$ cat config.mk
export PLATFORM = sky130hd
export DESIGN_NAME = cordic_arbiter_flat
export DESIGN_NICKNAME = d
export VERILOG_FILES = /design/src/rtl/cordic_pkg.sv /design/src/rtl/cordic_arbiter_if.sv /design/src/rtl/rr_arb2.sv /design/src/rtl/cordic_arbiter.sv /design/src/flat_wrapper.sv
export SDC_FILE = /design/constraint.sdc
export NUM_CORES = 1
export LEC_CHECK = 0
export CORE_MARGIN = 2
export CORE_UTILIZATION = 38
export CTS_BUF_LIST = sky130_fd_sc_hd__clkbuf_8
export CTS_CLUSTER_DIAMETER = 120
export DETAILED_ROUTE_END_ITERATION = 12
export MAX_ROUTING_LAYER = met4
export PLACE_DENSITY = 0.82
export SETUP_SLACK_MARGIN = 0.1
export SLEW_MARGIN = 20
export SYNTH_ARGS = -nofsm -noshare
export SYNTH_HDL_FRONTEND = slang
export SYNTH_SLANG_ARGS = --single-unit
$ cat constraint.sdc
create_clock -name clka -period 1.3 [get_ports clka]
set_input_delay 0.13 -clock clka [delete_from_list [all_inputs] [get_ports clka]]
set_output_delay 0.13 -clock clka [all_outputs]
set_load 0.03 [all_outputs]
$ cat src/rtl/cordic_pkg.sv
// rtl/cordic_pkg.sv - shared types and defaults for the CORDIC engine arbiter
package cordic_pkg;

    localparam int DATA_W_DEF = 8;

    typedef enum logic [2:0] {
        ST_IDLE    = 3'd0,
        ST_START   = 3'd1,
        ST_BUSY    = 3'd2,
        ST_RESP    = 3'd3,
        ST_RECOVER = 3'd4
    } state_t;

    typedef logic req_idx_t;

    function automatic logic [1:0] idx_onehot(input req_idx_t idx);
        return idx ? 2'b10 : 2'b01;
    endfunction

endpackage

$ cat src/rtl/cordic_arbiter_if.sv
// rtl/cordic_arbiter_if.sv - two-requester request/response bundle for the CORDIC arbiter
interface cordic_arbiter_if
    import cordic_pkg::*;
#(
    parameter int DATA_W = DATA_W_DEF
);
    logic [1:0]          req_valid;
    logic [1:0]          req_ready;
    logic [1:0]          req_mode;
    logic [2*DATA_W-1:0] req_x;
    logic [2*DATA_W-1:0] req_y;
    logic [1:0]          rsp_valid;
    logic [1:0]          rsp_ready;
    logic [DATA_W-1:0]   rsp_x;
    logic [DATA_W-1:0]   rsp_y;
    logic                rsp_err;

    modport slave (
        input  req_valid, req_mode, req_x, req_y, rsp_ready,
        output req_ready, rsp_valid, rsp_x, rsp_y, rsp_err
    );

    modport master (
        output req_valid, req_mode, req_x, req_y, rsp_ready,
        input  req_ready, rsp_valid, rsp_x, rsp_y, rsp_err
    );
endinterface

$ cat src/rtl/rr_arb2.sv
// rtl/rr_arb2.sv - two-way round-robin picker; on contention the side not granted last wins
module rr_arb2
    import cordic_pkg::*;
(
    input  logic [1:0] req,
    input  req_idx_t   last,
    output logic [1:0] gnt
);
    always_comb begin
        gnt = 2'b00;
        case (req)
            2'b01:   gnt = 2'b01;
            2'b10:   gnt = 2'b10;
            2'b11:   gnt = idx_onehot(~last);
            default: gnt = 2'b00;
        endcase
    end
endmodule

$ cat src/rtl/cordic_arbiter.sv
// rtl/cordic_arbiter.sv - shares one CORDIC engine between two requesters with watchdog recovery
module cordic_arbiter
    import cordic_pkg::*;
#(
    parameter int DATA_W      = DATA_W_DEF,
    parameter int TIMEOUT_CYC = 63,
    parameter int RST_CYC     = 2
) (
    input  logic              clka,
    input  logic              reset_n,
    cordic_arbiter_if.slave   cli,
    output logic              eng_start,
    output logic              eng_mode,
    output logic [DATA_W-1:0] eng_port0,
    output logic [DATA_W-1:0] eng_port1,
    output logic              eng_reset,
    input  logic [DATA_W-1:0] eng_out0,
    input  logic [DATA_W-1:0] eng_out1,
    input  logic              eng_done,
    output logic              busy
);
    localparam int CNT_MAX = (TIMEOUT_CYC > RST_CYC) ? TIMEOUT_CYC : RST_CYC;
    localparam int CNT_W   = $clog2(CNT_MAX + 1);

    state_t            state, state_nxt;
    req_idx_t          last_grant, grant_idx;
    logic [1:0]        gnt;
    logic [CNT_W-1:0]  cnt;
    logic              op_mode;
    logic [DATA_W-1:0] op_x, op_y, res_x, res_y;
    logic              res_err;
    logic              timeout, rst_done;

    rr_arb2 u_arb (
        .req  (cli.req_valid),
        .last (last_grant),
        .gnt  (gnt)
    );

    assign timeout  = (cnt == CNT_W'(TIMEOUT_CYC - 1));
    assign rst_done = (cnt == CNT_W'(RST_CYC - 1));

    always_comb begin
        state_nxt = state;
        case (state)
            ST_IDLE:    if (gnt != 2'b00) state_nxt = ST_START;
            ST_START:   state_nxt = ST_BUSY;
            // done beats a coincident timeout
            ST_BUSY:    if (eng_done) state_nxt = ST_RESP;
                        else if (timeout) state_nxt = ST_RECOVER;
            ST_RECOVER: if (rst_done) state_nxt = ST_RESP;
            ST_RESP:    if (cli.rsp_ready[grant_idx]) state_nxt = ST_IDLE;
            default:    state_nxt = ST_IDLE;
        endcase
    end

    // cnt restarts at 0 on every state change: watchdog in BUSY, pulse length in RECOVER
    always_ff @(posedge clka or negedge reset_n) begin
        if (!reset_n) begin
            state <= ST_IDLE;
            cnt   <= '0;
        end else begin
            state <= state_nxt;
            cnt   <= (state_nxt != state) ? '0 : cnt + CNT_W'(1);
        end
    end

    always_ff @(posedge clka or negedge reset_n) begin
        if (!reset_n) begin
            last_grant <= 1'b1;
            grant_idx  <= 1'b0;
            op_mode    <= 1'b0;
            op_x       <= '0;
            op_y       <= '0;
            res_x      <= '0;
            res_y      <= '0;
            res_err    <= 1'b0;
        end else begin
            if (state == ST_IDLE && gnt != 2'b00) begin
                grant_idx  <= gnt[1];
                last_grant <= gnt[1];
                op_mode    <= cli.req_mode[gnt[1]];
                op_x       <= gnt[1] ? cli.req_x[2*DATA_W-1:DATA_W] : cli.req_x[DATA_W-1:0];
                op_y       <= gnt[1] ? cli.req_y[2*DATA_W-1:DATA_W] : cli.req_y[DATA_W-1:0];
            end
            if (state == ST_BUSY) begin
                if (eng_done) begin
                    res_x   <= eng_out0;
                    res_y   <= eng_out1;
                    res_err <= 1'b0;
                end else if (timeout) begin
                    res_x   <= '0;
                    res_y   <= '0;
                    res_err <= 1'b1;
                end
            end
        end
    end

    assign cli.req_ready = (state == ST_IDLE && reset_n) ? gnt : 2'b00;
    assign cli.rsp_valid = (state == ST_RESP) ? idx_onehot(grant_idx) : 2'b00;
    assign cli.rsp_x     = res_x;
    assign cli.rsp_y     = res_y;
    assign cli.rsp_err   = res_err;
    assign eng_start     = (state == ST_START);
    assign eng_reset     = (state == ST_RECOVER);
    assign eng_mode      = op_mode;
    assign eng_port0     = op_x;
    assign eng_port1     = op_y;
    assign busy          = (state != ST_IDLE);
endmodule

$ cat src/flat_wrapper.sv
// flat-port wrapper written by rule: the top's interface ports become plain ports
module cordic_arbiter_flat import cordic_pkg::*;
#(
    parameter int DATA_W      = DATA_W_DEF,
    parameter int TIMEOUT_CYC = 63,
    parameter int RST_CYC     = 2
)
  (clka, reset_n, eng_start, eng_mode, eng_port0, eng_port1, eng_reset, eng_out0, eng_out1, eng_done, busy, cli_req_valid, cli_req_mode, cli_req_x, cli_req_y, cli_rsp_ready, cli_req_ready, cli_rsp_valid, cli_rsp_x, cli_rsp_y, cli_rsp_err);
  cordic_arbiter_if #(.DATA_W(DATA_W)) cli_i ();
  input  logic clka;
  input  logic reset_n;
  output logic eng_start;
  output logic eng_mode;
  output logic [DATA_W-1:0] eng_port0;
  output logic [DATA_W-1:0] eng_port1;
  output logic eng_reset;
  input  logic [DATA_W-1:0] eng_out0;
  input  logic [DATA_W-1:0] eng_out1;
  input  logic eng_done;
  output logic busy;
  input wire logic [$bits(cli_i.req_valid)-1:0] cli_req_valid;
  input wire logic [$bits(cli_i.req_mode)-1:0] cli_req_mode;
  input wire logic [$bits(cli_i.req_x)-1:0] cli_req_x;
  input wire logic [$bits(cli_i.req_y)-1:0] cli_req_y;
  input wire logic [$bits(cli_i.rsp_ready)-1:0] cli_rsp_ready;
  output wire logic [$bits(cli_i.req_ready)-1:0] cli_req_ready;
  output wire logic [$bits(cli_i.rsp_valid)-1:0] cli_rsp_valid;
  output wire logic [$bits(cli_i.rsp_x)-1:0] cli_rsp_x;
  output wire logic [$bits(cli_i.rsp_y)-1:0] cli_rsp_y;
  output wire logic [$bits(cli_i.rsp_err)-1:0] cli_rsp_err;
  assign cli_i.req_valid = cli_req_valid;
  assign cli_i.req_mode = cli_req_mode;
  assign cli_i.req_x = cli_req_x;
  assign cli_i.req_y = cli_req_y;
  assign cli_i.rsp_ready = cli_rsp_ready;
  assign cli_req_ready = cli_i.req_ready;
  assign cli_rsp_valid = cli_i.rsp_valid;
  assign cli_rsp_x = cli_i.rsp_x;
  assign cli_rsp_y = cli_i.rsp_y;
  assign cli_rsp_err = cli_i.rsp_err;
  cordic_arbiter #(.DATA_W(DATA_W), .TIMEOUT_CYC(TIMEOUT_CYC), .RST_CYC(RST_CYC)) u_core (.clka(clka), .reset_n(reset_n), .cli(cli_i), .eng_start(eng_start), .eng_mode(eng_mode), .eng_port0(eng_port0), .eng_port1(eng_port1), .eng_reset(eng_reset), .eng_out0(eng_out0), .eng_out1(eng_out1), .eng_done(eng_done), .busy(busy));
endmodule
== After elaboration in Yosys (flattened, before gate mapping) ==
Index checks and enable logic that the tools add are counted.

* Bits in registers: 45
* Output and inout port bits: 41

* Add/subtract/negate cells: 1
* Multiplexer cells: 23
* Reductions and logical operators: 7
* $lt $le $gt $ge: 2
* Equality and inequality tests: 10

{| class="wikitable"
|+ Operators with widths
! cell !! count
|-
| two-way mux 8 bit || 5
|-
| two-way mux 3 bit || 5
|-
| one-hot mux 3 bit (5 select lines) || 1
|-
| two-way mux 2 bit || 4
|-
| adder 6 x 1 -> 6 bit, second input constant || 1
|-
| == test 3 x 2 -> 1 bit, second input constant || 2
|-
| == test 6 x 1 -> 1 bit, second input constant || 1
|-
| == test 6 bit, second input constant || 1
|-
| two-way mux 1 bit || 6
|-
| two-way mux 6 bit || 1
|-
| one-hot mux 2 bit (3 select lines) || 1
|-
| == test 2 bit, second input constant || 2
|-
| less-than comparator 1 x 2 -> 1 bit, second input constant || 2
|-
| nonzero test 2 bit || 2
|-
| == test 3 x 1 -> 1 bit, second input constant || 1
|-
| == test 3 bit, second input constant || 1
|-
| zero test 3 bit || 1
|-
| inequality test 3 bit || 1
|-
| nonzero test 3 bit || 1
|-
| == test 2 x 1 -> 1 bit, second input constant || 1
|-
| logical AND 1 bit || 2
|-
| AND reduction 2 bit || 1
|}

== Longest topological paths before layout ==
* Depth after elaboration: 7
* Depth in mapped cells: 7
* Gate-level depth less buffers: 6

== By module ==
Synthesis repeated with hierarchy kept, for this count alone.

* Cells, all modules: 190
* Area total of the unflattened synthesis: 2,204.6 sq um

{| class="wikitable"
|+ By module, submodules not included
! module !! sequential area each (sq um) !! cells an instance !! times used !! area each (sq um)
|-
| cordic_arbiter || 1,127.3 || 187 || 1 || 2,185.8
|-
| rr_arb2 || 0.0 || 3 || 1 || 18.8
|}

== Least setup slack after synthesis ==
Ideal clock, no wire load.

* Kind: register to register
* Start point: register u_core.state[1]
* End point: register u_core.cnt[2]
* Data arrival time: 1.556 ns
* Library setup time: 0.130 ns
* Slack: -0.387 ns
* Cell stages (with the launch flop): 6
* Data required time: 1.170 ns
* Clock period less this slack: 1.687 ns
* Path buffers: 1
* Cells stage by stage: dfrtp_1 > buf_2 > nor3b_2 > a31oi_4 > a31oi_4 > nor3_1

* Elaborated cells on any way between the ends: 13

{| class="wikitable"
|+ RTL lines
! element !! line !! RTL
|-
| start, declared || cordic_arbiter.sv:25 || <nowiki>state_t state, state_nxt;</nowiki>
|-
| start signal, assigned || cordic_arbiter.sv:63 || <nowiki>state <= state_nxt;</nowiki>
|-
| == test 3 bit || n/a ||
|-
| via eng_reset || flat_wrapper.sv:16 || <nowiki>output logic eng_reset;</nowiki>
|-
| one-hot mux 3 bit (5 select lines) || cordic_arbiter.sv:45 || <nowiki>case (state)</nowiki>
|-
| inequality test 3 bit || cordic_arbiter.sv:64 || <nowiki>cnt <= (state_nxt != state) ? '0 : cnt + CNT_W'(1);</nowiki>
|-
| two-way mux 6 bit || cordic_arbiter.sv:64 ||
|-
| end signal, assigned || cordic_arbiter.sv:64 ||
|-
| end, declared || cordic_arbiter.sv:28 || <nowiki>logic [CNT_W-1:0] cnt;</nowiki>
|}

The timed path passes the listed nets, and every way through them passes these cells.
A chain may end at the register's enable or synchronous reset.

== Worst setup path after layout ==
* Start point: register u_core.state[1]
* End point: output cli_req_ready[0]

* Cells in the longest elaborated chain, start to end: 3

{| class="wikitable"
|+ Ends and longest elaborated chain
! element !! line !! RTL
|-
| zero test 3 bit || cordic_arbiter.sv:100 || <nowiki>assign cli.req_ready = (state == ST_IDLE && reset_n) ? gnt : 2'b00;</nowiki>
|-
| logical AND 1 bit || cordic_arbiter.sv:100 ||
|-
| two-way mux 2 bit || cordic_arbiter.sv:100 ||
|-
| end, declared || flat_wrapper.sv:26 || <nowiki>output wire logic [$bits(cli_i.req_ready)-1:0] cli_req_ready;</nowiki>
|}

No other way between the ends.

==> results.json <==
{
  "period_needed_ns": 1.592,
  "path_buf_inv": 2,
  "rsz0062_at_grt": "true",
  "syn_inst": 187,
  "num_io_pins": 98,
  "antenna_found_initial": 0,
  "crit_chain": "nor3_4 > buf_6 > and3_4 > buf_6",
  "postRouteAntennaNets": 0,
  "port_buffers": 97,
  "drc_errors": 0,
  "gr-total-overflow": 0,
  "async_flop_share": 1.000,
  "dp_hpwl_um": 4304,
  "area_growth_pct": 82.22,
  "nets": 389,
  "setup_tns_ns": -6.980,
  "fmax_mhz": 628.2,
  "hp-class": "primary input to asynchronous set/reset pin",
  "gp_congestion": 0.7936,
  "layout-drive-gt1-share": 0.3364,
  "slew_headroom": 0.6712,
  "cts_buffer_depth": 2,
  "synth_nets": 247,
  "die_height_um": 77.28,
  "grt_pass1_vias": 2135,
  "clock_sinks": 45,
  "synth_area_leaders": "dfrtp_1 54%, a22o_1 7.3%, o22ai_1 5.2%",
  "r2r_slack_ns": -0.27,
  "hold_ws_ns": 0.3312,
  "violations": "negative setup slack",
  "drt_pass1_iterations": 4,
  "ys_ff_latch": 45,
  "cts_htree_levels": 2,
  "worst_slack_ns": -0.2919,
  "drt_iter0_markers": 47,
  "end_kind": "output pin",
  "cp_top_family": "flip-flops",
  "place_area_um2": 3313,
  "die_width_um": 77.28,
  "n_antenna_cell": 0,
  "yosysWarnings": 0,
  "yosys.area.top_type_share": 0.5395,
  "yosysUniqueCellTypes": 35,
  "start_kind": "flop",
  "ir_worst_vdd_mv": 0.9278,
  "final_area_um2": 3719,
  "wl_um": 6101,
  "slew_viol_final": 0,
  "ys_seq_area_frac": 0.5524,
  "cp.required_ns": 1.17,
  "clock_latency_ns": 0.30,
  "crit_arrival_ns": 1.46,
  "crit_type": "flop to output pin",
  "core_um2": 5140,
  "clkSlewWorstSetupHoldPaths_ns": 0.09,
  "wire_per_inst_um": 15.25,
  "root_buffer": "clkbuf_8",
  "start_util": 0.3970,
  "critPathSlowestCell": "dfrtp_2",
  "yosysTopAreaCell": "dfrtp_1",
  "ys.flop_type": "dfrtp_1",
  "die_area_um2": 5972,
  "skew_ns": 0.007014,
  "period_share": 1.225,
  "setup_viol": 51,
  "drv_cap": 0,
  "finalHoldViolations": 0,
  "leakage_nw": 1.656,
  "syn_area_um2": 2041,
  "cpMostUsedCell": "buf_6",
  "powerDensity_nw_per_um2": 2262,
  "syn_area_per_cell_um2": 10.91,
  "vias_per_cell": 4.990,
  "power_w": 0.008412,
  "cts_tree": "done",
  "crit_fanout": 5,
  "crit_path_max_incr_delay_ns": 0.46,
  "synth_edf_count": 0,
  "dr_total_vias": 1996,
  "worstMarginPinSlew_ns": 0.4932,
  "status": "finished with violations",
  "grt_usage": 0.2196,
  "cts_made_buffers": 5,
  "rows": 26,
  "grt_pass1_wl_um": 10240,
  "grt_max_degree": 40
}
## through the flow
step	utilization	std cells	setup WS [ns]
5_1_grt	0.7235	400	-0.3932
2_1_floorplan	-	187	-0.1536
4_1_cts	0.7171	396	-0.2534
6_report	0.7235	400	-0.2919
3_5_place_dp	0.6446	372	-0.2510
3_3_place_gp	0.6446	372	-0.1939
## layout make-up
| type | instances | area (µm²) |
|---|---|---|
| well taps | 70 | 87.58 |
| clock inverters | 3 | 68.82 |
| flip-flops and latches | 45 | 1131 |
| fillers | 395 | 1421 |
| inverters | 8 | 32.53 |
| repair buffers | 144 | 1336 |
| multi-input cells | 125 | 993.5 |
| clock buffers | 5 | 68.82 |
## power breakdown
part	switching (W)	internal [W]
logic	0.00261	0.00212
clock network	0.000503	0.000774
registers	0.000402	0.00200
total	0.00352	0.00490
## cell usage in the layout, fill, tap and decap left out, types with 3 or more instances in the layout
master           synthesis  layout
nor2_4                   0       3
o22ai_1                 17      17
o21ai_1                 17      18
a22o_1                  17      17
clkdlybuf4s50_1          0      55
nand3_1                  5       5
nor3_1                   7       3
clkbuf_2                 0      13
nand2_1                 20      18
buf_6                    0      16
dfrtp_1                 44      41
clkdlybuf4s15_1          0      17
inv_1                    7       5
xor2_1                   3       3
nor3_2                   0       3
buf_12                   0       3
dfrtp_2                  0       3
buf_4                    0      33
clkbuf_8                 0       5
dlygate4sd2_1            0       3
## synth_stat cells, types with 2 or more instances
master,count
o21ai_0,3
a21boi_2,2
nand2_1,20
ha_1,3
nor2_1,4
and3_1,3
a21oi_1,3
a31oi_4,2
clkbuf_1,3
buf_2,6
o21ai_1,17
inv_1,7
xor2_1,3
dfrtp_1,44
nor2b_1,3
nand3b_1,2
a22o_1,17
nor3_1,7
nand3_1,5
o21ai_2,2
o22ai_1,17
## worst reg2reg max path: stages, from the launching register on
cell      delay (ns)
dfrtp_2         0.48
buf_6           0.14
nor4bb_4        0.29
buf_4           0.16
a31oi_4         0.04
a31oi_4         0.25
nor3_1          0.08
## per-layer routing
layer	share of wire	GRT usage
met5	0	-
met4	0.0044	0.03571
met3	0.042	0.04235
met2	0.54	0.3922
met1	0.41	0.2616
## logic make-up (layout without fill, tap and decap cells)
| kind of cell | Yosys count | count (layout) | share of synthesized area |
|---|---|---|---|
| compound gates | 67 | 67 | 0.2410 |
| xor+xnor | 4 | 4 | 0.01717 |
| fa+ha+maj | 3 | 3 | 0.01840 |
| buf+inv | 17 | 160 | 0.03495 |
| flops | 45 | 45 | 0.5524 |
| simple gates | 51 | 51 | 0.1361 |
## final timing paths
| kind | from | to | cells after the start |
|---|---|---|---|
| worst min register to register | u_core.eng_port0[2] | u_core.eng_port0[2] | 2 |
| max in group asynchronous | reset_n | u_core.state[2] | 3 |
| worst max-delay path | u_core.state[1] | cli_req_ready[0] | 4 |
| worst min-delay path | reset_n | u_core.eng_port1[2] | 2 |
| min in group clka | cli_req_y[2] | u_core.eng_port1[2] | 3 |
| worst max register to register | u_core.state[0] | u_core.cnt[4] | 6 |
## registers in the layout (all words and copies together) (netlist names)
signal              count
u_core.last_grant       1
u_core.cli.rsp_y        8
u_core.cli.rsp_x        8
u_core.cnt              6
u_core.state            3
u_core.grant_idx        1
u_core.eng_port0        8
u_core.cli.rsp_err      1
u_core.eng_port1        8
u_core.eng_mode         1
## timing repair
| item | CTS | global route |
|---|---|---|
| pin swaps | 7 | 19 |
| setup buffers | 12 | 4 |
| endpoints found under the hold margin | 6 | 0 |
| hold buffers | 2 | 0 |
| setup endpoints to repair | 85 | 81 |
| cloned | 2 | 0 |
| resized for setup | 76 | 44 |
Note: power is estimated with default switching activity, not from simulation.
